===== config.mk =====
export PLATFORM = sky130hd
export DESIGN_NAME = reward_sprite_engine
export DESIGN_NICKNAME = d
export VERILOG_FILES = /design/src/rtl/reward_sprite_engine.sv
export SDC_FILE = /design/constraint.sdc
export NUM_CORES = 1
export LEC_CHECK = 0
export CELL_PAD_IN_SITES_DETAIL_PLACEMENT = 1
export CELL_PAD_IN_SITES_GLOBAL_PLACEMENT = 1
export CORE_ASPECT_RATIO = 0.9
export CORE_MARGIN = 2
export CORE_UTILIZATION = 39
export CTS_BUF_LIST = sky130_fd_sc_hd__clkbuf_2 sky130_fd_sc_hd__clkbuf_4 sky130_fd_sc_hd__clkbuf_8
export CTS_CLUSTER_DIAMETER = 80
export DETAILED_ROUTE_END_ITERATION = 16
export PLACE_DENSITY = 0.86
export SLEW_MARGIN = 15
export SYNTH_ARGS = -nofsm -noshare
export SYNTH_HDL_FRONTEND = slang
export SYNTH_SLANG_ARGS = --single-unit

===== constraint.sdc =====
create_clock -name i_clk -period 4.15 [get_ports i_clk]
set_clock_uncertainty 0.2 [all_clocks]
set_input_delay 0.415 -clock i_clk [delete_from_list [all_inputs] [get_ports i_clk]]
set_output_delay 0.415 -clock i_clk [all_outputs]
set_load 0.02 [all_outputs]

===== src/rtl/reward_sprite_engine.sv =====
// Reward pickup sprite: placement, lifetime/blink FSM and a two-stage pixel pipeline
// that addresses an external sprite ROM and produces RGB444 output.
module reward_sprite_engine #(
    parameter int unsigned CELL   = 20,
    parameter int unsigned ORIGIN = 80,
    parameter int unsigned SPR    = 24,
    parameter int unsigned AW     = 10,
    parameter int unsigned LIFE   = 600,
    parameter int unsigned BLINK  = 180,
    parameter int unsigned HALF   = 8
) (
    input  logic          i_clk,
    input  logic          i_rst,
    input  logic          i_frame_tick,
    input  logic          i_place_req,
    input  logic [4:0]    i_cell_x,
    input  logic [4:0]    i_cell_y,
    input  logic [2:0]    i_reward_type,
    input  logic          i_infinity_mode,
    input  logic          i_collect,
    input  logic [10:0]   i_vga_xpos,
    input  logic [10:0]   i_vga_ypos,
    output logic [AW-1:0] o_rom_addr,
    output logic [2:0]    o_rom_sel,
    input  logic          i_rom_dout,
    output logic [11:0]   o_vga_data,
    output logic          o_active,
    output logic          o_expired,
    output logic          o_collected
);

    localparam int unsigned CW  = $clog2(LIFE + 1);
    localparam int unsigned HCW = $clog2(HALF + 1);
    localparam int unsigned PW  = 14;
    localparam int unsigned HS  = SPR / 2;

    typedef enum logic [1:0] {StIdle, StShow, StBlink} state_e;

    state_e           r_state, w_state_nxt;
    logic [CW-1:0]    r_cnt, w_cnt_nxt, w_cnt_inc;
    logic [HCW-1:0]   r_half, w_half_nxt;
    logic             r_vis, w_vis_nxt;
    logic             w_expired, w_collected, w_place_ok;

    logic [4:0]       r_cell_x, r_cell_y;
    logic [2:0]       r_type, r_sel, w_sel;

    logic [PW-1:0]    w_cx, w_cy, w_xp, w_yp, w_dx, w_dy, w_addr_full;
    logic             w_hit_x, w_hit_y, w_draw, w_hit;
    logic [AW-1:0]    w_rom_addr;
    logic [11:0]      w_colour;

    logic [AW-1:0]    r_rom_addr;
    logic [2:0]       r_rom_sel;
    logic             r_hit;
    logic [11:0]      r_colour;
    logic [11:0]      r_vga;

    assign w_place_ok = i_place_req && (i_reward_type >= 3'd1) && (i_reward_type <= 3'd4);
    assign w_sel      = (i_reward_type == 3'd1 && i_infinity_mode) ? 3'd5 : i_reward_type;
    assign w_cnt_inc  = r_cnt + CW'(1);

    // Priority: place > collect > frame tick; reset is applied in the state register.
    always_comb begin
        w_state_nxt = r_state;
        w_cnt_nxt   = r_cnt;
        w_half_nxt  = r_half;
        w_vis_nxt   = r_vis;
        w_expired   = 1'b0;
        w_collected = 1'b0;
        if (w_place_ok) begin
            w_state_nxt = StShow;
            w_cnt_nxt   = '0;
            w_half_nxt  = '0;
            w_vis_nxt   = 1'b1;
        end else if (i_collect && r_state != StIdle) begin
            w_state_nxt = StIdle;
            w_cnt_nxt   = '0;
            w_half_nxt  = '0;
            w_vis_nxt   = 1'b1;
            w_collected = 1'b1;
        end else if (i_frame_tick && r_state != StIdle) begin
            w_cnt_nxt = w_cnt_inc;
            if (r_state == StShow) begin
                if (w_cnt_inc == CW'(LIFE - BLINK)) begin
                    w_state_nxt = StBlink;
                    w_half_nxt  = '0;
                    w_vis_nxt   = 1'b1;
                end
            end else if (w_cnt_inc == CW'(LIFE)) begin
                w_state_nxt = StIdle;
                w_cnt_nxt   = '0;
                w_half_nxt  = '0;
                w_vis_nxt   = 1'b1;
                w_expired   = 1'b1;
            end else if (r_half == HCW'(HALF - 1)) begin
                w_half_nxt = '0;
                w_vis_nxt  = ~r_vis;
            end else begin
                w_half_nxt = r_half + HCW'(1);
            end
        end
    end

    always_ff @(posedge i_clk) begin
        if (i_rst) begin
            r_state  <= StIdle;
            r_cnt    <= '0;
            r_half   <= '0;
            r_vis    <= 1'b1;
            r_cell_x <= '0;
            r_cell_y <= '0;
            r_type   <= '0;
            r_sel    <= '0;
        end else begin
            r_state <= w_state_nxt;
            r_cnt   <= w_cnt_nxt;
            r_half  <= w_half_nxt;
            r_vis   <= w_vis_nxt;
            if (w_place_ok) begin
                r_cell_x <= i_cell_x;
                r_cell_y <= i_cell_y;
                r_type   <= i_reward_type;
                r_sel    <= w_sel;
            end
        end
    end

    // Window test written as additions so cx - SPR/2 never underflows.
    always_comb begin
        w_cx        = PW'(r_cell_x) * PW'(CELL) + PW'(ORIGIN);
        w_cy        = PW'(r_cell_y) * PW'(CELL) + PW'(ORIGIN);
        w_xp        = PW'(i_vga_xpos);
        w_yp        = PW'(i_vga_ypos);
        w_hit_x     = (w_xp + PW'(HS) > w_cx) && (w_xp <= w_cx + PW'(HS));
        w_hit_y     = (w_yp + PW'(HS) > w_cy) && (w_yp <= w_cy + PW'(HS));
        w_dx        = w_xp + PW'(HS) - w_cx - PW'(1);
        w_dy        = w_yp + PW'(HS) - w_cy - PW'(1);
        w_addr_full = w_dx + PW'(SPR) * w_dy;
        w_draw      = (r_state == StShow) || (r_state == StBlink && r_vis);
        w_hit       = w_draw && w_hit_x && w_hit_y;
        w_rom_addr  = w_hit ? AW'(w_addr_full) : '0;
    end

    always_comb begin
        w_colour = '0;
        case (r_type)
            3'd1:    w_colour = 12'hFFF;
            3'd2:    w_colour = 12'h0F0;
            3'd3:    w_colour = 12'h0FF;
            3'd4:    w_colour = 12'hF00;
            default: w_colour = '0;
        endcase
    end

    always_ff @(posedge i_clk) begin
        if (i_rst) begin
            r_rom_addr <= '0;
            r_rom_sel  <= '0;
            r_hit      <= 1'b0;
            r_colour   <= '0;
            r_vga      <= '0;
        end else begin
            r_rom_addr <= w_rom_addr;
            r_rom_sel  <= r_sel;
            r_hit      <= w_hit;
            r_colour   <= w_colour;
            r_vga      <= (r_hit && i_rom_dout) ? r_colour : 12'h000;
        end
    end

    assign o_rom_addr  = r_rom_addr;
    assign o_rom_sel   = r_rom_sel;
    assign o_vga_data  = r_vga;
    assign o_active    = (r_state != StIdle);
    assign o_expired   = w_expired && !i_rst;
    assign o_collected = w_collected && !i_rst;

endmodule


==> impl_metrics.ini <==
[clock_network]
cts_tree = done
numCtsBuffers = 5
clk_pin_slew_worst_paths_ns = 0.10
htree_levels = 2
clock_latency_ns = 0.33
clock_path_buffers = 2
clock-sinks = 53
cts_hold_buf = 0
cts_root_buf = clkbuf_8

[grt]
grt-ovfl-total = 0
grt_pass1_wl_mm = 24.8
grt.total_usage = 0.227
grt_start_max_net_pins = 21
antenna_found_initial = 0
grt_pass1_vias = 5056

[hold_path]
holdPathEnd = o_vga_data[7]$_SDFF_PP0_
min_path_type = register to register
whs_path_depth = 1
hold_start = r_colour[7]$_SDFF_PP0_

[setup_path]
reg2reg_slack_ns = -0.08
worst-path-buf-inv = 5
crit_family = adder cells
timing.rr.start = r_cell_x[1]$_SDFFE_PP0P_
cp_cell_sequence = ha_4 > ha_4 > inv_4 > fa_2 > a21boi_4 > nor2_1 > a22o_1 > buf_4 > inv_1 > ha_1 > a21oi_1 > nand2_1 > a2111oi_0 > nor4_1 > buf_4 > buf_12 > and2_1
start_kind = register
reg2regPathDepth = 17
slowest_stage = fa_2
crit_arrival_ns = 4.25
cp_slowest_stage_delay_ns = 0.62
worstSetupPathType = register to register
crit_path_end_kind = register
r2r_end = o_rom_addr[0]$_SDFF_PP0_
crit_required_ns = 4.17
cp_max_fo = 7

[pwr]
p_clk_frac = 0.159
p_int_mw = 1.49
switchingPower_mw = 0.945
ir_drop_mv = 0.227
combPwrFrac = 0.621
switching_share = 0.388
share_seq_of_total_power = 0.220
p_per_area_nw_per_um2 = 367
power_leakage_nw = 2.80

[layout]
mostFrequentLayoutCell = clkdlybuf4s50_1
final_nets = 817
final_core_utilization = 0.545
layout_common_cells = clkdlybuf4s50_1, ha_1, buf_4
fill_cells = 1441
stdcell_area_um2 = 6630
antennaDiodeCount = 0
synthToLayoutAreaGrowth_pct = 34.9
drive_gt1_frac = 0.195

[synthesis]
synth_compound_area_frac = 0.153
synth_warnings = 0
ys_ff_latch = 53
async_reset_ff_frac = 0
synth_area_per_cell_um2 = 8.40
synthCells = 585
yosys.area_share.simple = 0.199
synth_top_family_by_area = adder cells
ys.flop_type = dfxtp_1
synth_seq_area_share = 0.216
synth_adder_area_share = 0.231
synth_xor_xnor_area_share = 0.113
synth.area.mux_share = 0.0204
synth_edf_count = 0
synth_cell_types = 63
synth_area_um2 = 4910

[timing]
layout_setup_ws_ns = -0.0759
fin_hold_ws_ns = 0.281
hold_viol_final = 0
max_freq_mhz = 237
rsz0062_at_grt = true
finalMaxSlewViolations = 0
period_needed_ns = 4.23
setup_viol = 8
fin_crit_sh = 1.02

[placement]
portBuffers = 69
place_area_um2 = 6040
place_hpwl_mm = 11.4
routabilityCongestion = 0.882
pre_cts_ws_ns = -0.635

[floorplan]
start_util = 0.404
core_um2 = 12200
pin_count = 70
std_cell_rows = 38
die_area_um2 = 13500
die_h_um = 110
die_w_um = 122

[outcome]
status = finished with violations
violations = negative setup slack

[detailed_routing]
routed_via_density = 5.54
ant_nets = 0
wire_per_inst_um = 19.1
drc_errors = 0
routed_wl_mm = 16.3
drt_iter0_drc = 218
route.vias.total = 4720
first_pass_iters = 4

[job]
maxCapViolations = 0
[state kept, by name, summed over array words and instances (netlist names)]
name	flops
o_rom_addr	10
o_rom_sel	3
o_vga_data	3
r_cell_x	5
r_cell_y	5
r_cnt	10
r_colour	3
r_half	4
r_hit	1
r_sel	3
r_state	2
r_type	3
r_vis	1
[synthesized netlist by cell type (2+ instances only)]
master     instances  area (µm²)
nor3b_1            2        15.0
mux2i_1           10         100
and2_1            12        75.1
nor3_1            10        50.1
inv_1             47         176
o211ai_1           6        45.0
o21ai_0           17        85.1
a22o_1             5        43.8
dfxtp_1           53        1060
o41ai_1            3        26.3
xor2_1            20         175
nand2b_1           3        18.8
nor4_1             4        25.0
buf_6              2        22.5
nand3b_1           8        60.1
o21a_1             5        37.5
buf_1              2        7.51
ha_1              73         913
nand2_1           36         135
nand4_1           11        68.8
buf_2              6        30.0
xnor2_1           41         359
or4_1              2        15.0
a31oi_1            4        25.0
o22ai_1            4        25.0
a211oi_1           2        15.0
or3_1              7        43.8
a21o_1             9        67.6
o2bb2ai_1          2        17.5
fa_1              11         220
a211o_1            2        17.5
a2111oi_0          2        17.5
nor2b_1           15        93.8
buf_4              9        67.6
and3_1             5        31.3
clkbuf_1           7        26.3
a21oi_1           37         185
nand3_1           19        95.1
a21boi_0           2        15.0
nor2_1            44         165
o2111ai_1          2        17.5
o21bai_1           3        22.5
[layout make-up]
| cell class | instances | area (µm²) | share of cell area |
|---|---|---|---|
| well taps | 160 | 200 | 0.0302 |
| inverters | 47 | 179 | 0.0270 |
| multi-input cells | 460 | 3940 | 0.594 |
| clock buffers | 7 | 90.1 | 0.0136 |
| clock inverters | 1 | 30.0 | 0.00453 |
| repair buffers | 124 | 1120 | 0.169 |
| flip-flops and latches | 53 | 1070 | 0.162 |
[routing by layer]
layer / wire length, µm / global-route usage / share of wire
met1: 6510 / 0.259 / 0.40
met2: 8620 / 0.422 / 0.53
met3: 748 / 0.0387 / 0.046
met4: 373 / 0.0674 / 0.023
met5: 0 / 0 / 0
[kinds of logic (layout without fill, tap and decap cells)]
kind of cell,after synthesis,in the layout
other,1,2
AND/OR/NAND/NOR,187,187
XOR/XNOR,62,62
AO/OA/AOI/OAI,115,115
multiplexers,10,10
buffers and inverters,73,179
adder cells (fa/ha/maj),84,84
flip-flops,53,53
[how the worst max path moves through the flow]
stage / from / to / slack (ns) / cells after the start
after CTS: r_cell_y[3]$_SDFFE_PP0P_ / o_rom_addr[5]$_SDFF_PP0_ / 0.0007 / 16
after detailed placement: i_vga_ypos[2] / o_rom_addr[9]$_SDFF_PP0_ / -0.63 / 19
final: r_cell_x[1]$_SDFFE_PP0P_ / o_rom_addr[0]$_SDFF_PP0_ / -0.08 / 17
after floorplan: r_cell_y[3]$_SDFFE_PP0P_ / o_rom_addr[9]$_SDFF_PP0_ / 0.04 / 17
after global routing: r_cell_x[3]$_SDFFE_PP0P_ / o_rom_addr[0]$_SDFF_PP0_ / -0.17 / 19
after global placement: i_vga_ypos[2] / o_rom_addr[9]$_SDFF_PP0_ / -0.43 / 19
[power by group through the flow]
stage	sequential [mW]	combinational (mW)	clock (mW)
finish	0.535	1.51	0.388
global route	0.537	1.64	0.416
CTS	0.534	1.36	0.387
detailed placement	0.544	1.26	0
global placement	0.543	1.17	0
floorplan	0.544	0.827	0
[repair_timing]
item / CTS / global route
endpoints found under the hold margin: 0 / 0
buffers inserted: 2 / 8
resized for setup: 36 / 48
endpoints found under the setup margin: 11 / 11
pin swaps: 14 / 17
[stage by stage]
stage	cells	total power, mW	TNS, ns
after detailed placement	834	1.80	-2.16
after CTS	844	2.29	0
after global routing	852	2.59	-1.38
after global placement	834	1.71	-0.875
final	852	2.43	-0.466
after floorplan	586	1.37	0
(Power assumes the default switching activity.)
